`src/rtl/bcd_pkg.sv`:
```
// Shared BCD definitions for the binary-to-BCD converter and the two-digit BCD adder.
package bcd_pkg;

    localparam int BCD_DIGIT_W = 4;

    typedef logic [BCD_DIGIT_W-1:0] bcd_digit_t;

    // Double-dabble pre-shift correction: digits of 5 or more get 3 added.
    localparam bcd_digit_t ADJ_THRESHOLD = 4'd5;
    localparam bcd_digit_t ADJ_ADD       = 4'd3;

    // Decimal correction applied by the BCD adder after a binary digit add.
    localparam bcd_digit_t BCD_CORR      = 4'd6;

    typedef enum logic [1:0] {
        IDLE  = 2'd0,
        SHIFT = 2'd1,
        DONE  = 2'd2
    } state_t;

endpackage

```
`src/rtl/bcd_digit_adj.sv`:
```
// One BCD digit of the shift-and-add-3 correction stage (purely combinational).
module bcd_digit_adj
    import bcd_pkg::*;
(
    input  bcd_digit_t digit,
    output bcd_digit_t adj_digit
);

    // Add 3 to digits of 5 or more so the following left shift carries into the next digit.
    always_comb begin
        if (digit >= ADJ_THRESHOLD) begin
            adj_digit = digit + ADJ_ADD;
        end else begin
            adj_digit = digit;
        end
    end

endmodule

```
`src/rtl/bin_to_bcd_seq.sv`:
```
// Sequential binary to packed-BCD converter, one double-dabble iteration per clock,
// with valid/ready handshakes on input and output.
module bin_to_bcd_seq
    import bcd_pkg::*;
#(
    parameter int BIN_W  = 8,
    parameter int DIGITS = 3
) (
    input  logic                          clk,
    input  logic                          rst_n,
    input  logic                          in_valid,
    output logic                          in_ready,
    input  logic [BIN_W-1:0]              in_bin,
    output logic                          out_valid,
    input  logic                          out_ready,
    output logic [BCD_DIGIT_W*DIGITS-1:0] bcd,
    output logic                          ovf
);

    localparam int BCD_W = BCD_DIGIT_W * DIGITS;
    localparam int CNT_W = $clog2(BIN_W + 1);

    function automatic longint pow10(input int n);
        longint p;
        p = 64'sd1;
        for (int i = 0; i < n; i++) begin
            p = p * 64'sd10;
        end
        return p;
    endfunction

    // The digit count must be able to hold the largest binary input.
    if (pow10(DIGITS) <= ((64'sd1 <<< BIN_W) - 64'sd1)) begin : g_digits_check
        $error("bin_to_bcd_seq: DIGITS too small for BIN_W");
    end

    state_t             state_r;
    state_t             next_state_s;
    logic [CNT_W-1:0]   cnt_r;
    logic [BIN_W-1:0]   bin_r;
    logic [BCD_W-1:0]   bcd_sh_r;
    logic [BCD_W-1:0]   bcd_r;
    logic               ovf_r;
    logic [BCD_W-1:0]   adj_s;
    logic [BCD_W-1:0]   shift_bcd_s;
    logic [BIN_W-1:0]   shift_bin_s;
    logic               last_iter_s;
    logic               ovf_next_s;

    for (genvar i = 0; i < DIGITS; i++) begin : g_adj
        bcd_digit_adj u_adj (
            .digit     (bcd_sh_r[BCD_DIGIT_W*i +: BCD_DIGIT_W]),
            .adj_digit (adj_s[BCD_DIGIT_W*i +: BCD_DIGIT_W])
        );
    end

    // Corrected BCD field and binary field shift left together as one register.
    assign {shift_bcd_s, shift_bin_s} = {adj_s, bin_r} << 1;
    assign last_iter_s = (cnt_r == CNT_W'(BIN_W - 1));

    // Anything in the hundreds digit or above cannot go to the two-digit adder.
    if (DIGITS > 2) begin : g_ovf
        assign ovf_next_s = |shift_bcd_s[BCD_W-1:2*BCD_DIGIT_W];
    end else begin : g_no_ovf
        assign ovf_next_s = 1'b0;
    end

    // FSM state register.
    always_ff @(posedge clk) begin
        if (!rst_n) begin
            state_r <= IDLE;
        end else begin
            state_r <= next_state_s;
        end
    end

    // Next-state decode: accept in IDLE, iterate BIN_W times, hold result until consumed.
    always_comb begin
        next_state_s = state_r;
        case (state_r)
            IDLE: begin
                if (in_valid) begin
                    next_state_s = SHIFT;
                end else begin
                    next_state_s = IDLE;
                end
            end
            SHIFT: begin
                if (last_iter_s) begin
                    next_state_s = DONE;
                end else begin
                    next_state_s = SHIFT;
                end
            end
            DONE: begin
                if (out_ready) begin
                    next_state_s = IDLE;
                end else begin
                    next_state_s = DONE;
                end
            end
            default: begin
                next_state_s = IDLE;
            end
        endcase
    end

    // Datapath: load on accept, shift-and-add-3 while converting, capture result on the last step.
    always_ff @(posedge clk) begin
        if (!rst_n) begin
            cnt_r    <= {CNT_W{1'b0}};
            bin_r    <= {BIN_W{1'b0}};
            bcd_sh_r <= {BCD_W{1'b0}};
            bcd_r    <= {BCD_W{1'b0}};
            ovf_r    <= 1'b0;
        end else begin
            case (state_r)
                IDLE: begin
                    if (in_valid) begin
                        bin_r    <= in_bin;
                        bcd_sh_r <= {BCD_W{1'b0}};
                        cnt_r    <= {CNT_W{1'b0}};
                    end else begin
                        bin_r    <= bin_r;
                    end
                end
                SHIFT: begin
                    bcd_sh_r <= shift_bcd_s;
                    bin_r    <= shift_bin_s;
                    cnt_r    <= cnt_r + CNT_W'(1);
                    if (last_iter_s) begin
                        bcd_r <= shift_bcd_s;
                        ovf_r <= ovf_next_s;
                    end else begin
                        bcd_r <= bcd_r;
                    end
                end
                DONE: begin
                    bcd_r <= bcd_r;
                end
                default: begin
                    bcd_r <= bcd_r;
                end
            endcase
        end
    end

    // Handshake flags decode from the state register only.
    assign in_ready  = (state_r == IDLE);
    assign out_valid = (state_r == DONE);
    assign bcd       = bcd_r;
    assign ovf       = ovf_r;

endmodule

```
`config.mk`:
```
export PLATFORM = sky130hd
export DESIGN_NAME = bin_to_bcd_seq
export DESIGN_NICKNAME = d
export VERILOG_FILES = /design/src/rtl/bcd_pkg.sv /design/src/rtl/bcd_digit_adj.sv /design/src/rtl/bin_to_bcd_seq.sv
export SDC_FILE = /design/constraint.sdc
export NUM_CORES = 1
export LEC_CHECK = 0
export BUFFER_PORTS_ARGS = -buffer_cell sky130_fd_sc_hd__buf_2
export CORE_ASPECT_RATIO = 0.9
export CORE_MARGIN = 5
export CORE_UTILIZATION = 50
export DETAILED_ROUTE_END_ITERATION = 12
export PLACE_DENSITY = 0.71
export SYNTH_ARGS = -nofsm -noshare
export SYNTH_HDL_FRONTEND = slang
export SYNTH_SLANG_ARGS = --single-unit
```
`constraint.sdc`:
```
create_clock -name clk -period 1.5 [get_ports clk]
set_clock_uncertainty 0.1 [all_clocks]
set_input_delay 0.3 -clock clk [delete_from_list [all_inputs] [get_ports clk]]
set_output_delay 0.3 -clock clk [all_outputs]
set_load 0.01 [all_outputs]
```
* After elaboration in Yosys (flattened, before gate mapping) *
Cells that the tools add are included.
Widths: inputs -> output; s select.

storage, ports and cells
  register bits = 39
  bits of input ports = 12
  output and inout port bits = 15
  logic and storage cells = 35

operators by class
  add/subtract/negate cells = 4
  order comparisons = 3
  eq/ne operators = 4
  mux-type cells = 13
  reductions and logical operators = 5

operator list
  kind                 number
  $pmux 12 s2          1
  $pmux 8 s2           1
  $ge 4x3->1 const B   3
  $mux 12              1
  $mux 4               3
  $add 4x2->4 const B  2
  $mux 8               1
  $pmux 4 s2           1
  $pmux 2 s3           1
  $add 4x1->4 const B  1
  $eq 4x3->1 const B   1
  $mux 2               2
  $reduce_and 2->1     2
  $reduce_or 4->1      1
  $add 3x2->3 const B  1
  $mux 3               1
  $eq 2x1->1 const B   1
  $eq 2x2->1 const B   1
  $logic_not 2->1      1
  $ne 2x2->1 const B   1
  $reduce_bool 2->1    1
  $mux 1               1

* Depth between registers and ports, before layout *
  depth in word-level cells = 3
  mapped depth = 6
  mapped depth without buffers = 6

* Modules after synthesis *
From an unflattened synthesis, not the netlist that was laid out.

unflattened totals
  cell total of the unflattened synthesis = 219
  area, all modules = 1918.1 µm²

modules (own cells, without submodules)
  module          instances  cells an instance  area an instance (µm²)  seq. area each (µm²)
  bin_to_bcd_seq  1          171                1614.0                  780.7
  bcd_digit_adj   3          16                 101.3                   0.0

* Worst setup path before layout *
No wires, ideal clock.

  kind = register -> register
  start = reg bcd_sh_r[9]
  end = reg bcd_sh_r[10]
  setup time = 0.075 ns
  arrival = 1.423 ns
  required time = 1.325 ns
  path slack = -0.098 ns
  stages on the path, launching flop included = 7
  buffers on the path = 0
  clock period less this slack = 1.598 ns
  path through = dfxtp_1 inv_1 ha_1 nand2b_1 a21oi_1 mux2_2 o21ai_0

between the ends
  cells in the longest elaborated chain, start to end = 3
  elaborated cells between the ends (all ways) = 4
  classes of those cells = add/sub (1); order compare (1); mux (2)

ends and longest elaborated chain
  item                                              line                                      source
  start, declared                                   bin_to_bcd_seq.sv:41                      logic [BCD_W-1:0] bcd_sh_r;
  start signal, assigned                            bin_to_bcd_seq.sv:113                     bcd_sh_r <= {BCD_W{1'b0}};
  start signal, assigned                            bin_to_bcd_seq.sv:121                     bcd_sh_r <= {BCD_W{1'b0}};
  start signal, assigned                            bin_to_bcd_seq.sv:128                     bcd_sh_r <= shift_bcd_s;
  $ge 4x3->1 / $add 3x2->3 (equally long branches)  bcd_digit_adj.sv:11, bcd_digit_adj.sv:12
  $mux 3 *                                          bcd_digit_adj.sv:11                       if (digit >= ADJ_THRESHOLD) begin
  $pmux 12 s2 *                                     bin_to_bcd_seq.sv:117                     case (state_r)

Mark *: on every way between the ends. The rest lies on a longest branch, timed or not.
A chain may end at the register's enable or synchronous reset.

* Worst setup path after layout *
  start = reg bcd_sh_r[2]
  end = reg bcd_r[4], in the netlist bcd[4]

between the ends
  cells in the longest elaborated chain, start to end = 2
  elaborated cells between the ends (all ways) = 3
  classes of those cells = add/sub (1); order compare (1); mux (1)

ends and longest elaborated chain
  item                                              line                                      source
  $add 4x2->4 / $ge 4x3->1 (equally long branches)  bcd_digit_adj.sv:12, bcd_digit_adj.sv:11
  $mux 4 *                                          bcd_digit_adj.sv:11
  end signal, assigned                              bin_to_bcd_seq.sv:114                     bcd_r <= {BCD_W{1'b0}};
  end signal, assigned                              bin_to_bcd_seq.sv:132                     bcd_r <= shift_bcd_s;
  end signal, assigned                              bin_to_bcd_seq.sv:135                     bcd_r <= bcd_r;
  end, declared                                     bin_to_bcd_seq.sv:42                      logic [BCD_W-1:0] bcd_r;

Marks and branches as above.

==> results.md <==
* Max incr delay on CP at about 510 ps
* P_leak at between 1 and 1.5 nW
* Clock Latency Late Sink at roughly 300 ps
* Startpoint types: flop
* Synth top cells by count: dfxtp_1 (39), nor2_1 (27), o21ai_0 (22)
* Pwr/cell area at around 830 nW/µm²
* Tmin final at around 1500 ps
* Hold Vio Cnt, Final at 0
* Grt ovf at 0
* #FFs+latches synth at 39
* Placer Congestion at around 0.75
* First-pass GRT wire length at a little under 8 mm
* Via density at between 5 and 6
* Die width at 73.7 µm
* Kind of critical path: flop to flop
* Hold Crit Class: input pin to flop
* Worst-path clk slew at around 80 ps
* Crit path buf inv count at 0
* Hold-fix buffers, CTS at 0
* Status: complete, no violations
* Max H-tree Level at 2
* FF-to-FF path depth at 4
* CTS Root Buffer Type: clkbuf_8
* Reg-to-reg endpoint: bcd[4]
* Sequential share of the synthesized area at 0.428
* Rows at 20
* Max_cap viols at 0
* Worst path slowest cell: dfxtp_1
* Vias in the first global route at 1697
* Worst relative slew slack at 0.772
* Tcrit/Tclk final at 0.999
* Post-route DRC at 0
* Clock buffer count from CTS at 5
* Fmax at about 670 MHz
* Initial Util at 0.529
* Setup violations, final at 0
* Drt total wl at ~5.2 mm
* WP data required at approximately 1600 ps
* Post-Syn Area at approximately 1800 µm²
* VDD IR-drop max at 0.880 mV
* Crit path to: bcd[4]
* Die area at approximately 5000 µm²
* CP max FO at 7
* Critical R2R Launch: bcd_sh_r[2]
* Top-count cell post-synth: dfxtp_1
* Utilization after layout at 0.775
* IO Port Bufs at 26
* Nets at between 200 and 300
* Yosys warning count at 0
* Top area cells in the synthesized netlist: dfxtp_1 (43%), o21ai_0 (6.0%), nor2_1 (5.6%)
* Clock Path Buffers at 2
* Detail Placement HPWL at 3.00 mm
* RSZ-0062 raised after global routing: yes
* Flop2flop setup slack at between 1 and 1.5 ps
* Worst-Margin Slew at between 300 and 400 ps
* Core ar. at 3450 µm²
* Routed Antenna Nets at 0
* CP Capture Type: flop
* Worst Setup SP: bcd_sh_r[2]
* Synth unique cells at 36
* Die Height at between 60 and 70 µm
* Drt first-iter violations at around 120
* Hold_ws at roughly 150 ps
* Synth Instances at between 200 and 250
* WL per Instance at 16.2 µm
* Async set-reset flop share out of synthesis at 0
* Layout fillers at 240
* Fin. max-slew vios at 0
* Share of the synthesized area in the top cell type at 0.428
* Worst EP arrival at ~1600 ps
* Cell family with most CP delay: flip-flops
* Post-route setup slack at between 1 and 1.5 ps
* Diodes inserted at 0
* DR pass1 iterations at 4
* Number of flops mapped to enable cells by yosys at 0
* Pre-CTS WS at -99.1 ps
* Syn-to-layout area delta at 46.5%
* Clock Sink Count at 39
* Initial antenna violation count at 0
* Top_reg_cell synth: dfxtp_1
* Largest net degree at the start of global routing at 19
* Synthesized net count at 230
* Synthesized area per cell at 8.65 µm²
* I/O Pins at 27
* Crit-path cells: o21ai_0 -> nor3b_1 -> nor2_1 -> a211oi_2
* Layout cells sized above 1 at 0.498
* TritonCTS clock tree: done
* WP depth at 4
* Leading area contributor after synthesis: dfxtp_1
* Vias at 1773
* Tot GR Track Use at 0.215
* Final setup TNS at 0 ps
[report_power, final]
group          total [W]  internal (W)  switching, W  leakage [nW]
logic           0.000212     0.0000963      0.000116         0.699
clock network   0.000925      0.000538      0.000387        0.0612
registers        0.00108       0.00106     0.0000183         0.322
[flip-flops by register name, summed over array words and instances (netlist names)]
register and flops:
bcd 12, bcd_sh_r 12, bin_r 8, cnt_r 4, state_r 2, ovf 1
[placed cells by master, fill, tap and decap left out, types with 4 or more instances in the layout]
cell type,n
a211oi_2,5
a21oi_1,14
buf_2,25
buf_4,34
buf_6,6
clkbuf_8,6
dfxtp_1,28
dfxtp_2,9
ha_4,5
inv_2,5
nand2_1,18
nand2b_4,4
nand3_1,6
nor2_1,24
o21ai_0,19
o22ai_1,4
[repair_timing]
| item | in CTS | in global routing |
|---|---|---|
| pin swaps | 6 | 5 |
| gates resized for setup | 34 | 36 |
| setup endpoints to repair | 17 | 24 |
| buffers inserted | 3 | 10 |
[worst reg2reg max path: stages (launching register included)]
cell and delay (ps):
dfxtp_1 510, o21ai_0 230, nor3b_1 280, nor2_1 100, a211oi_2 200
[through the flow]
stage | total power, W | cells | area, µm²
finish | 0.00221 | 319 | 2680
global route | 0.00230 | 319 | 2680
CTS | 0.00221 | 309 | 2450
detailed placement | 0.00128 | 298 | 2180
global placement | 0.00128 | 298 | 2180
floorplan | 0.00120 | 211 | 1840
[how the worst min path moves through the flow]
| stage | startpoint | end | cells after the start |
|---|---|---|---|
| CTS | in_bin[0] | bin_r[0] | 3 |
| floorplan | bin_r[0] | bin_r[0] | 2 |
| finish | in_bin[0] | bin_r[0] | 3 |
| global route | in_bin[0] | bin_r[0] | 3 |
| global placement | bcd[6] | bcd[6] | 2 |
| detailed placement | bcd[2] | bcd[2] | 2 |
[kinds of logic (layout without fill, tap and decap cells)]
kind of cell               count (synthesis)  count (layout)  share of synthesized area
AOI/OAI and AO/OA                         66              66                      0.232
xor gates and xnor gates                   3               3                     0.0144
adders and majority gates                  7               7                     0.0480
buffers and inverters                     21              85                     0.0596
DFF                                       39              39                      0.428
muxes                                      6               6                     0.0356
and+or+nand+nor                           69              69                      0.183
[layer usage]
metal | part of all wire | global-route usage | vias up
li1 | - | - | 866
met1 | 0.45 | 0.268 | 851
met2 | 0.47 | 0.338 | 47
met3 | 0.052 | 0.0759 | 9
met4 | 0.022 | 0.0837 | 0
met5 | 0 | 0 | -
[cell type report]
cell class,instances,area [µm²],area share
inverter,10,42.5,0.0159
timing repair buffer,67,488,0.182
clock buffer,6,82.6,0.0309
clock inverter,2,35.0,0.0131
multi-input combinational,151,1170,0.438
tap,44,55.1,0.0206
sequential,39,800,0.299
Note: power is estimated with default switching activity, not from simulation.
